File: config.mk
export PLATFORM = sky130hd
export DESIGN_NAME = pc_ras
export DESIGN_NICKNAME = d
export VERILOG_FILES = /design/src/rtl/pc_ras.sv
export SDC_FILE = /design/constraint.sdc
export NUM_CORES = 1
export LEC_CHECK = 0
export ABC_AREA = 1
export BUFFER_PORTS_ARGS = -buffer_cell sky130_fd_sc_hd__buf_2
export CAP_MARGIN = 20
export CORE_MARGIN = 2
export CORE_UTILIZATION = 45
export DETAILED_ROUTE_END_ITERATION = 16
export PLACE_DENSITY_LB_ADDON = 0.3
export SETUP_SLACK_MARGIN = 0.2
export SYNTH_ARGS = -nofsm -noshare
export SYNTH_HDL_FRONTEND = slang
export SYNTH_SLANG_ARGS = --single-unit
File: constraint.sdc
create_clock -name clk -period 1.99 [get_ports clk]
set_input_delay 0.398 -clock clk [delete_from_list [all_inputs] [get_ports clk]]
set_output_delay 0.398 -clock clk [all_outputs]
set_load 0.1 [all_outputs]
File: src/rtl/pc_ras.sv
// Program counter with stall, absolute/relative branching and a return-address
// stack for call/return; drives the instruction-memory address every cycle.
module pc_ras #(
    parameter int             D         = 8,
    parameter int             OFS_W     = 8,
    parameter int             RAS_DEPTH = 4,
    parameter logic [D-1:0]   RESET_VEC = {D{1'b0}}
) (
    input  logic             clk,
    input  logic             reset,
    input  logic             stall,
    input  logic             branch,
    input  logic             rel_branch,
    input  logic             call,
    input  logic             ret,
    input  logic [D-1:0]     target,
    input  logic [OFS_W-1:0] offset,
    output logic [D-1:0]     prog_ctr,
    output logic             redirect,
    output logic             ras_empty,
    output logic             ras_full,
    output logic             ras_ovf,
    output logic             ras_unf
);

    localparam int            CW      = $clog2(RAS_DEPTH + 1);
    localparam int            IW      = (RAS_DEPTH > 1) ? $clog2(RAS_DEPTH) : 1;
    localparam logic [CW-1:0] CNT_ONE = {{(CW-1){1'b0}}, 1'b1};
    localparam logic [CW-1:0] CNT_MAX = CW'(RAS_DEPTH);
    localparam logic [CW-1:0] CNT_ZERO = {CW{1'b0}};
    localparam logic [D-1:0]  PC_ONE  = {{(D-1){1'b0}}, 1'b1};

    function automatic logic [D-1:0] sext_ofs(input logic [OFS_W-1:0] v);
        return D'($signed(v));
    endfunction

    logic [D-1:0]  pc_q, pc_d;
    logic [CW-1:0] cnt_q, cnt_d;
    logic          red_q, red_d;
    logic          ovf_q, ovf_d;
    logic          unf_q, unf_d;
    logic [D-1:0]  stack_q [RAS_DEPTH];
    logic          push_s;
    logic          empty_s, full_s;
    logic [D-1:0]  pc_inc_s, top_s;
    logic [IW-1:0] top_idx_s, wr_idx_s;

    assign empty_s   = (cnt_q == CNT_ZERO);
    assign full_s    = (cnt_q == CNT_MAX);
    assign pc_inc_s  = pc_q + PC_ONE;
    // wr_idx_s only matters when not full, so truncation at count == depth is harmless
    assign top_idx_s = IW'(cnt_q - CNT_ONE);
    assign wr_idx_s  = IW'(cnt_q);
    assign top_s     = stack_q[top_idx_s];

    // Next-state selection with fixed priority stall > ret > call > branch > rel_branch
    always_comb begin
        pc_d   = pc_inc_s;
        cnt_d  = cnt_q;
        red_d  = 1'b0;
        ovf_d  = ovf_q;
        unf_d  = unf_q;
        push_s = 1'b0;
        if (stall) begin
            pc_d = pc_q;
        end else if (ret) begin
            if (!empty_s) begin
                pc_d  = top_s;
                cnt_d = cnt_q - CNT_ONE;
                red_d = 1'b1;
            end else begin
                unf_d = 1'b1;
            end
        end else if (call) begin
            pc_d  = target;
            red_d = 1'b1;
            if (!full_s) begin
                push_s = 1'b1;
                cnt_d  = cnt_q + CNT_ONE;
            end else begin
                ovf_d = 1'b1;
            end
        end else if (branch) begin
            pc_d  = target;
            red_d = 1'b1;
        end else if (rel_branch) begin
            pc_d  = pc_q + sext_ofs(offset);
            red_d = 1'b1;
        end else begin
            pc_d = pc_inc_s;
        end
    end

    // State registers and stack storage
    always_ff @(posedge clk or negedge reset) begin
        if (!reset) begin
            pc_q  <= RESET_VEC;
            cnt_q <= CNT_ZERO;
            red_q <= 1'b0;
            ovf_q <= 1'b0;
            unf_q <= 1'b0;
            for (int i = 0; i < RAS_DEPTH; i++) begin
                stack_q[i] <= {D{1'b0}};
            end
        end else begin
            pc_q  <= pc_d;
            cnt_q <= cnt_d;
            red_q <= red_d;
            ovf_q <= ovf_d;
            unf_q <= unf_d;
            if (push_s) begin
                stack_q[wr_idx_s] <= pc_inc_s;
            end
        end
    end

    assign prog_ctr  = pc_q;
    assign redirect  = red_q;
    assign ras_empty = empty_s;
    assign ras_full  = full_s;
    assign ras_ovf   = ovf_q;
    assign ras_unf   = unf_q;

endmodule

Yosys cells after proc, flatten, opt, wreduce, memory -nomap -nowiden
Cells that the tools add are included.
{ "totals": {"reg_bits": 46, "inputBits": 23, "out_inout_bits": 13, "elab_cells": 54} }
{ "classes": {"addsub": 4, "n_lt_le_gt_ge": 3, "eq_ne": 3, "n_mux": 25, "bitwise_logic": 4, "reduce_logical": 6} }
{ "ops": {"columns": ["operator", "count"], "rows": [
  ["8-bit two-way mux", 8],
  ["32-bit bitwise mux", 1],
  ["8-bit binary-select mux with 2-bit select", 1],
  ["8-bit demux with 2-bit select", 1],
  ["3-bit two-way mux", 4],
  ["1-bit two-way mux", 10],
  ["8-bit by 1-bit adder with 8-bit output, second input constant", 1],
  ["8-bit adder", 1],
  ["4-bit AND reduction", 2],
  ["3-bit greater-or-equal comparator, second input constant", 2],
  ["2-bit inverter with 3-bit output", 2],
  ["2-bit != test, second input constant", 2],
  ["3-bit by 1-bit adder with 3-bit output, second input constant", 1],
  ["3-bit equality test, second input constant", 1],
  ["3-bit logical NOT", 1],
  ["3-bit by 1-bit less-than comparator with 1-bit output, second input constant", 1],
  ["3-bit AND reduction", 1],
  ["3-bit by 1-bit subtractor with 3-bit output, second input constant", 1],
  ["1-bit inverter", 2],
  ["2-bit nonzero test", 1],
  ["1-bit logical AND", 1]
]} }

Logic depth before layout (Yosys ltp)
Gate-level depths: netlist of run 1.
{ "depth": {"depth_word": 7, "ltp_mapped": 12, "depth_no_buf": 12} }

Worst setup path after synthesis of run 1
No wires, ideal clock.
{ "synth_path": {"path_type": "flip-flop to flip-flop", "from": "register cnt_q[0]", "to": "register cnt_q[2]", "setup_time_ns": 0.121, "arrival_ns": 2.663, "t_required_ns": 1.869, "setup_slack_ns": -0.794, "stages_incl_launch_ff": 9, "path_buffers": 2, "period_less_slack_ns": 2.784, "path_cell_list": "dfrtp_1 buf_2 inv_1 buf_2 ha_1 ha_1 nor2_2 or2_4 a22o_1"} }
{ "synth_via": {"elab_cells_between_ends": 11, "cone_classes": "add/sub: 2; eq/ne: 3; mux: 4; reduce/logical: 2"} }
{ "synth_rtl": {"columns": ["item", "line_no", "text"], "rows": [
  ["from (decl)", "38", "logic [CW-1:0] cnt_q, cnt_d;"],
  ["from (signal assigned)", "107", "cnt_q <= cnt_d;"],
  ["3-bit logical NOT", "48", "assign empty_s = (cnt_q == CNT_ZERO);"],
  ["net ras_empty", "20", "output logic ras_empty,"],
  ["2-bit != test (no line)", null, null],
  ["4-bit AND reduction (no line)", null, null]
]} }
The timed path passes the listed nets, and every way through them passes these cells. The select of a mux whose other input is x is not followed.
A chain may end at the register's enable or synchronous reset.

Final worst setup path of run 1
{ "layout_path": {"from": "register cnt_q[1]", "to": "output port ras_empty"} }
{ "layout_via": {"elab_chain_cells": 1} }
{ "layout_lines": {"columns": ["item", "line_no"], "rows": [
  ["3-bit logical NOT", "48"],
  ["to (decl)", "20"]
]} }
No other way between the ends.

==> results of run 1 <==
==> cells in the mapped netlist, types with 4 or more instances <==
master   count  area, um^2
o21ai_2      8        70.1
nand3_1     24         120
nand2_2      4        25.0
buf_6        4        45.0
nor2_1      26        97.6
dfrtp_1     46        1150
ha_1        14         175
a21oi_1      7        35.0
nand2_1    126         473
o22ai_1      6        37.5
xor2_1       6        52.6
o21ai_1     10        50.1
o21ai_0     34         170
inv_1       37         139
==> worst max-delay path by stage <==
stage | startpoint | endpoint | cells after the start
after global routing | prog_ctr[0] | prog_ctr[6] | 11
after floorplan | cnt_q[0] | cnt_q[2] | 9
after CTS | cnt_q[1] | stack_q[27] | 7
after global placement | prog_ctr[0] | prog_ctr[6] | 11
final | cnt_q[1] | ras_empty | 4
after detailed placement | cnt_q[1] | stack_q[24] | 7
==> layout make-up <==
type                       instances  area [um^2]  share of cell area [%]
clock inverter                     1         30.0                   0.863
timing repair buffer              50          343                    9.85
sequential                        46         1170                    33.6
multi-input combinational        284         1610                    46.2
inverter                          40          159                    4.57
tap                               75         93.8                    2.70
clock buffer                       7         76.3                    2.19
==> per-layer routing <==
metal / part of all wire, % / track usage, %
met1: 46 / 26.7
met2: 48 / 34.2
met3: 4.2 / 3.26
met4: 2.2 / 7.92
met5: 0 / 0
==> logic make-up after synthesis <==
logic type                 synth area share, %
AOI/OAI and AO/OA                         13.9
xor gates and xnor gates                  2.46
adders and majority gates                 6.86
buffers and inverters                     7.52
DFF                                       40.5
and+or+nand+nor                           28.7
==> metrics by stage <==
stage	util, %	total power [mW]
after floorplan	-	4.28
after global placement	53.7	5.02
after detailed placement	53.7	5.06
after CTS	55.4	5.77
after global routing	57.7	6.45
final	57.7	6.04
==> power by group through the flow <==
| stage | logic [mW] | registers [mW] | clock network [mW] |
|---|---|---|---|
| floorplan | 1.94 | 2.33 | 0 |
| global placement | 3.29 | 1.73 | 0 |
| detailed placement | 3.32 | 1.74 | 0 |
| CTS | 3.33 | 1.73 | 0.701 |
| global route | 3.93 | 1.79 | 0.734 |
| finish | 3.61 | 1.73 | 0.688 |
==> state kept, by name, summed over array words and instances, names as in the netlist <==
register,cells
ras_ovf,1
ras_unf,1
redirect,1
prog_ctr,8
stack_q,32
cnt_q,3
==> what timing repair did <==
item                       CTS  global route
pin swaps                    0             5
setup endpoints to repair   12            32
gates resized for setup      1            11
setup buffers                0             9
==> impl_metrics.yaml, run 1 <==
synth:
  yosys_warnings: 0
  yosysSeqAreaShare_pct: 40.5
  synth-seq-cells: 46
  yosysUniqueCellTypes: 32
  syn_nets: 416
  avgSynthCellArea_um2: 7.52
  synthArstFlopShare_pct: 100
  synth_edf_count: 0
  synthesis.area_um2: 2840
  syn_inst: 378
  synthFlopType: "dfrtp_1"
placed_design:
  dp.cells: 486
  numPortBuffers: 35
  dp_slack_ns: 0.186
  dp_hpwl_um: 5110
  place.gp.congestion: 0.812
  place_area_um2: 3230
sta:
  final.period_utilization_pct: 88.8
  slew_viol_final: 0
  slew_headroom_pct: 67.7
  period_minus_slack_ns: 1.77
  worst_slack_ns: 0.223
  fmax_mhz: 566
  setup_viol: 0
  hold_viol: 0
  fin_tns_setup_ns: 0
  clock_skew_ns: 0.00438
  rsz0062_at_grt: "yes"
  worst_hold_slack_ns: 0.0663
  max_slew.worst_pin.slew_ns: 0.488
floorplanning:
  initial_core_util_pct: 47.2
  rows: 28
  die_area_um2: 6970
  io_pins: 36
  die_w_um: 83.5
  die_h_um: 83.5
  core_area_um2: 6030
setup_path:
  cpMostUsedCell: "ha_4"
  worst-path-max-fanout: 3
  path_cells: "inv_2 -> ha_4 -> ha_4 -> buf_12"
  reg2reg_to: "prog_ctr[4]"
  crit_type: "reg2out"
  crit_family: "flip-flops"
  critPathRequiredTime_ns: 1.59
  endpoint_kind: "primary output"
  cp-start-kind: "register"
  critPathSlowestCell: "dfrtp_1"
  regToRegStartpoint: "prog_ctr[0]"
  rr_worst_depth: 9
  critPathBufInv: 2
  max_stage_delay_ns: 0.42
  worst_ep_arrival_time_ns: 1.37
  rrSetupSlack_ns: 0.25
power_and_ir_drop:
  power_density_nw_per_um2: 1730
  ir_drop_mv: 1.26
  swShare_pct: 50.5
  clkPwrFrac_pct: 11.4
  power.net_switching_mw: 3.05
  p_leak_nw: 1.79
  seq_power_share_pct: 28.7
  p_int_mw: 2.99
  power_frac_comb_pct: 59.9
clocking:
  hold_buffers: 0
  clk_path_buf_depth: 2
  root_buffer: "clkbuf_8"
  clk_latency_ns: 0.30
  cts_num_sinks: 46
  cts_buffers: 5
  cts_max_level: 2
  cts.clk_slew.worst_paths_ns: 0.08
  cts_tree: "done"
worst_hold_path:
  hold_path.class: "in2async"
global_routing:
  grt_pass1_vias: 2445
  grt_overflow_total: 0
  grt_max_degree: 47
  grt_pass1_wl_um: 11400
  antenna_found_initial: 0
  grt_use_total_pct: 20.5
finish:
  final_cell_area_um2: 3480
  diodes: 0
  layout-drive-gt1-share_pct: 25.0
  fill_cells: 569
  fin_cells: 503
  area_delta_synth_final_pct: 22.3
  final_common_cell: "nand2_1"
  fin_nets: 465
  final_cell_mix: "120 x nand2_1, 39 x dfrtp_1, 33 x inv_1, 33 x buf_2"
route:
  routed_wl_um: 7080
  routedWlPerCell_um: 14.1
  vias: 2634
  ant_nets: 0
  drcViolationCount: 0
  vias_per_cell: 5.24
  drtPass1Iterations: 4
  drtIter0Drc: 144
outcome:
  outcome: "completed"
run:
  cap_violations: 0
Note: power is estimated with default switching activity, not from simulation.
==> inputs of run 2 (changes only) <==
ABC_AREA = 0   (was 1)
CAP_MARGIN = 40   (was 20)
==> impl_metrics.yaml, run 2 <==
outcome:
  outcome: "completed"
global_routing:
  antenna_found_initial: 0
  grt_pass1_vias: 2168
  grt_max_degree: 29
  grt_overflow_total: 0
  grt_use_total_pct: 21.5
  grt_pass1_wl_um: 10700
setup_path:
  cp-start-kind: "register"
  regToRegStartpoint: "prog_ctr[1]"
  crit_type: "reg2reg"
  worst_ep_arrival_time_ns: 2.02
  rrSetupSlack_ns: 0.16
  worst-path-max-fanout: 5
  reg2reg_to: "prog_ctr[3]"
  rr_worst_depth: 6
  endpoint_kind: "register"
  critPathRequiredTime_ns: 2.18
finish:
  final_cell_area_um2: 3720
  area_delta_synth_final_pct: 38.9
  regMostFlops: "stack_q"
  fin_nets: 370
  layout-drive-gt1-share_pct: 47.7
  regArea_um2: 1180
  multi_input_area_um2: 1780
  final_common_cell: "dfrtp_1"
  final_cell_mix: "39 x dfrtp_1, 33 x buf_2, 28 x nand2_1, 22 x o21ai_1, 20 x buf_4"
  fill_cells: 444
  largest_reg_flops: 32
  diodes: 0
  fin_cells: 408
floorplanning:
  io_pins: 36
  die_w_um: 81.2
  die_area_um2: 6590
  rows: 28
  die_h_um: 81.2
  initial_core_util_pct: 45.8
  core_area_um2: 5850
synth:
  yosysUniqueCellTypes: 47
  synth-seq-cells: 46
  synth_common_cells: "47 x nand2_1, 46 x dfrtp_1, 41 x o21ai_0, 14 x ha_1"
  avgSynthCellArea_um2: 9.96
  syn_inst: 269
  synth_edf_count: 0
  synthTopCellsByArea: "dfrtp_1 43%, o21ai_0 7.7%, mux4_2 6.7%"
  yosys_warnings: 0
  synth_top_area_share_pct: 43.0
  yosysSeqAreaShare_pct: 43.0
  syn_nets: 307
  synthArstFlopShare_pct: 100
  synth_most_common_cell: "nand2_1"
  synth_top_cell_by_area: "dfrtp_1"
  synthFlopType: "dfrtp_1"
  synthesis.area_um2: 2680
sta:
  rsz0062_at_grt: "yes"
  slew_viol_final: 0
  worst_hold_slack_ns: 0.0366
  final.period_utilization_pct: 91.7
  hold_viol: 0
  setup_viol: 0
  max_slew.worst_pin.slew_ns: 0.693
  period_minus_slack_ns: 1.83
  clock_skew_ns: 0.0111
  slew_headroom_pct: 53.6
  fmax_mhz: 548
  worst_slack_ns: 0.165
power_and_ir_drop:
  ir_drop_mv: 1.06
  p_leak_nw: 1.60
  power_density_nw_per_um2: 1640
clocking:
  cts_buffers: 5
  clk_latency_ns: 0.30
  clk_path_buf_depth: 2
  root_buffer: "clkbuf_8"
  cts_max_level: 2
  cts.clk_slew.worst_paths_ns: 0.09
  cts_num_sinks: 46
  cts_tree: "done"
  hold_buffers: 0
route:
  routed_wl_um: 6820
  wl_met3_um: 233
  dr_wl_met2_um: 3510
  drcViolationCount: 0
  drtPass1Iterations: 4
  drt-met1-wl_um: 3020
  drtIter0Drc: 138
  vias_per_cell: 5.54
  top_layer: "met4"
  vias: 2259
  routedWlPerCell_um: 16.7
  ant_nets: 0
placed_design:
  place.gp.congestion: 0.798
  dp.cells: 382
  dp_hpwl_um: 4880
  dp_slack_ns: -0.0276
  numPortBuffers: 35
  place_area_um2: 3210
worst_hold_path:
  hold_path.class: "in2async"
run:
  cap_violations: 0
[run 2: changes by cell type after synthesis, moves of 10 or more]
cell / change
nand2_1: -79
inv_1: -27
nand3_1: -17
nor2_1: -16
o21ai_1: -10
[run 2: final cells by class]
| type | instances | share of cell area (%) |
|---|---|---|
| clock inverter | 3 | 1.08 |
| inverter | 10 | 1.08 |
| tap | 75 | 2.52 |
| multi-input combinational | 202 | 47.9 |
| timing repair buffer | 67 | 13.9 |
| clock buffer | 5 | 1.85 |
| sequential | 46 | 31.6 |
[run 2: how the worst max path moves through the flow]
stage                           start     endpoint  cells after the start
final                     prog_ctr[1]  prog_ctr[3]                      6
after global placement       cnt_q[1]  stack_q[10]                      8
after detailed placement     cnt_q[1]  stack_q[20]                      8
after floorplan              cnt_q[0]   stack_q[8]                      9
after global routing      prog_ctr[0]  prog_ctr[6]                      8
after CTS                 prog_ctr[0]  prog_ctr[6]                      8
[run 2: repair_timing]
item | CTS | global route
pin swaps | 2 | 21
gates resized for setup | 10 | 51
endpoints found under the setup margin | 40 | 32
buffers inserted | 7 | 11
[run 2: cells by family after synthesis]
family | count (synthesis) | synth area share (%)
AOI/OAI and AO/OA | 77 | 18.1
xor gates and xnor gates | 11 | 3.59
adders and majority gates | 15 | 7.28
buffers and inverters | 21 | 3.60
DFF | 46 | 43.0
muxes | 14 | 9.20
and+or+nand+nor | 85 | 15.3
[run 2: through the flow]
stage,total power [mW],util [%],setup TNS (ns)
after floorplan,4.19,-,-1.68
after global placement,4.84,54.9,0
after global routing,6.48,63.6,0
final,6.10,63.6,0
after CTS,5.77,58.5,0
after detailed placement,4.90,54.9,-0.0766
[run 2: report_power, final]
part,switching [mW],internal (mW)
clock,0.327,0.370
combinational,2.15,1.50
sequential,0.371,1.39
[run 2: critical path, cell delays in order, from the launching register on]
cell and delay [ns]:
dfrtp_4 0.53, ha_4 0.26, a21o_1 0.19, a211oi_2 0.23
o22a_1 0.18, a21oi_2 0.05, a221o_1 0.27
[run 2: per-layer routing]
metal  up-vias  global-route usage (%)
li1       1095                       -
met1      1109                    27.2
met5         -                       0
met2        48                    37.9
met4         0                    5.08
met3         7                    4.33
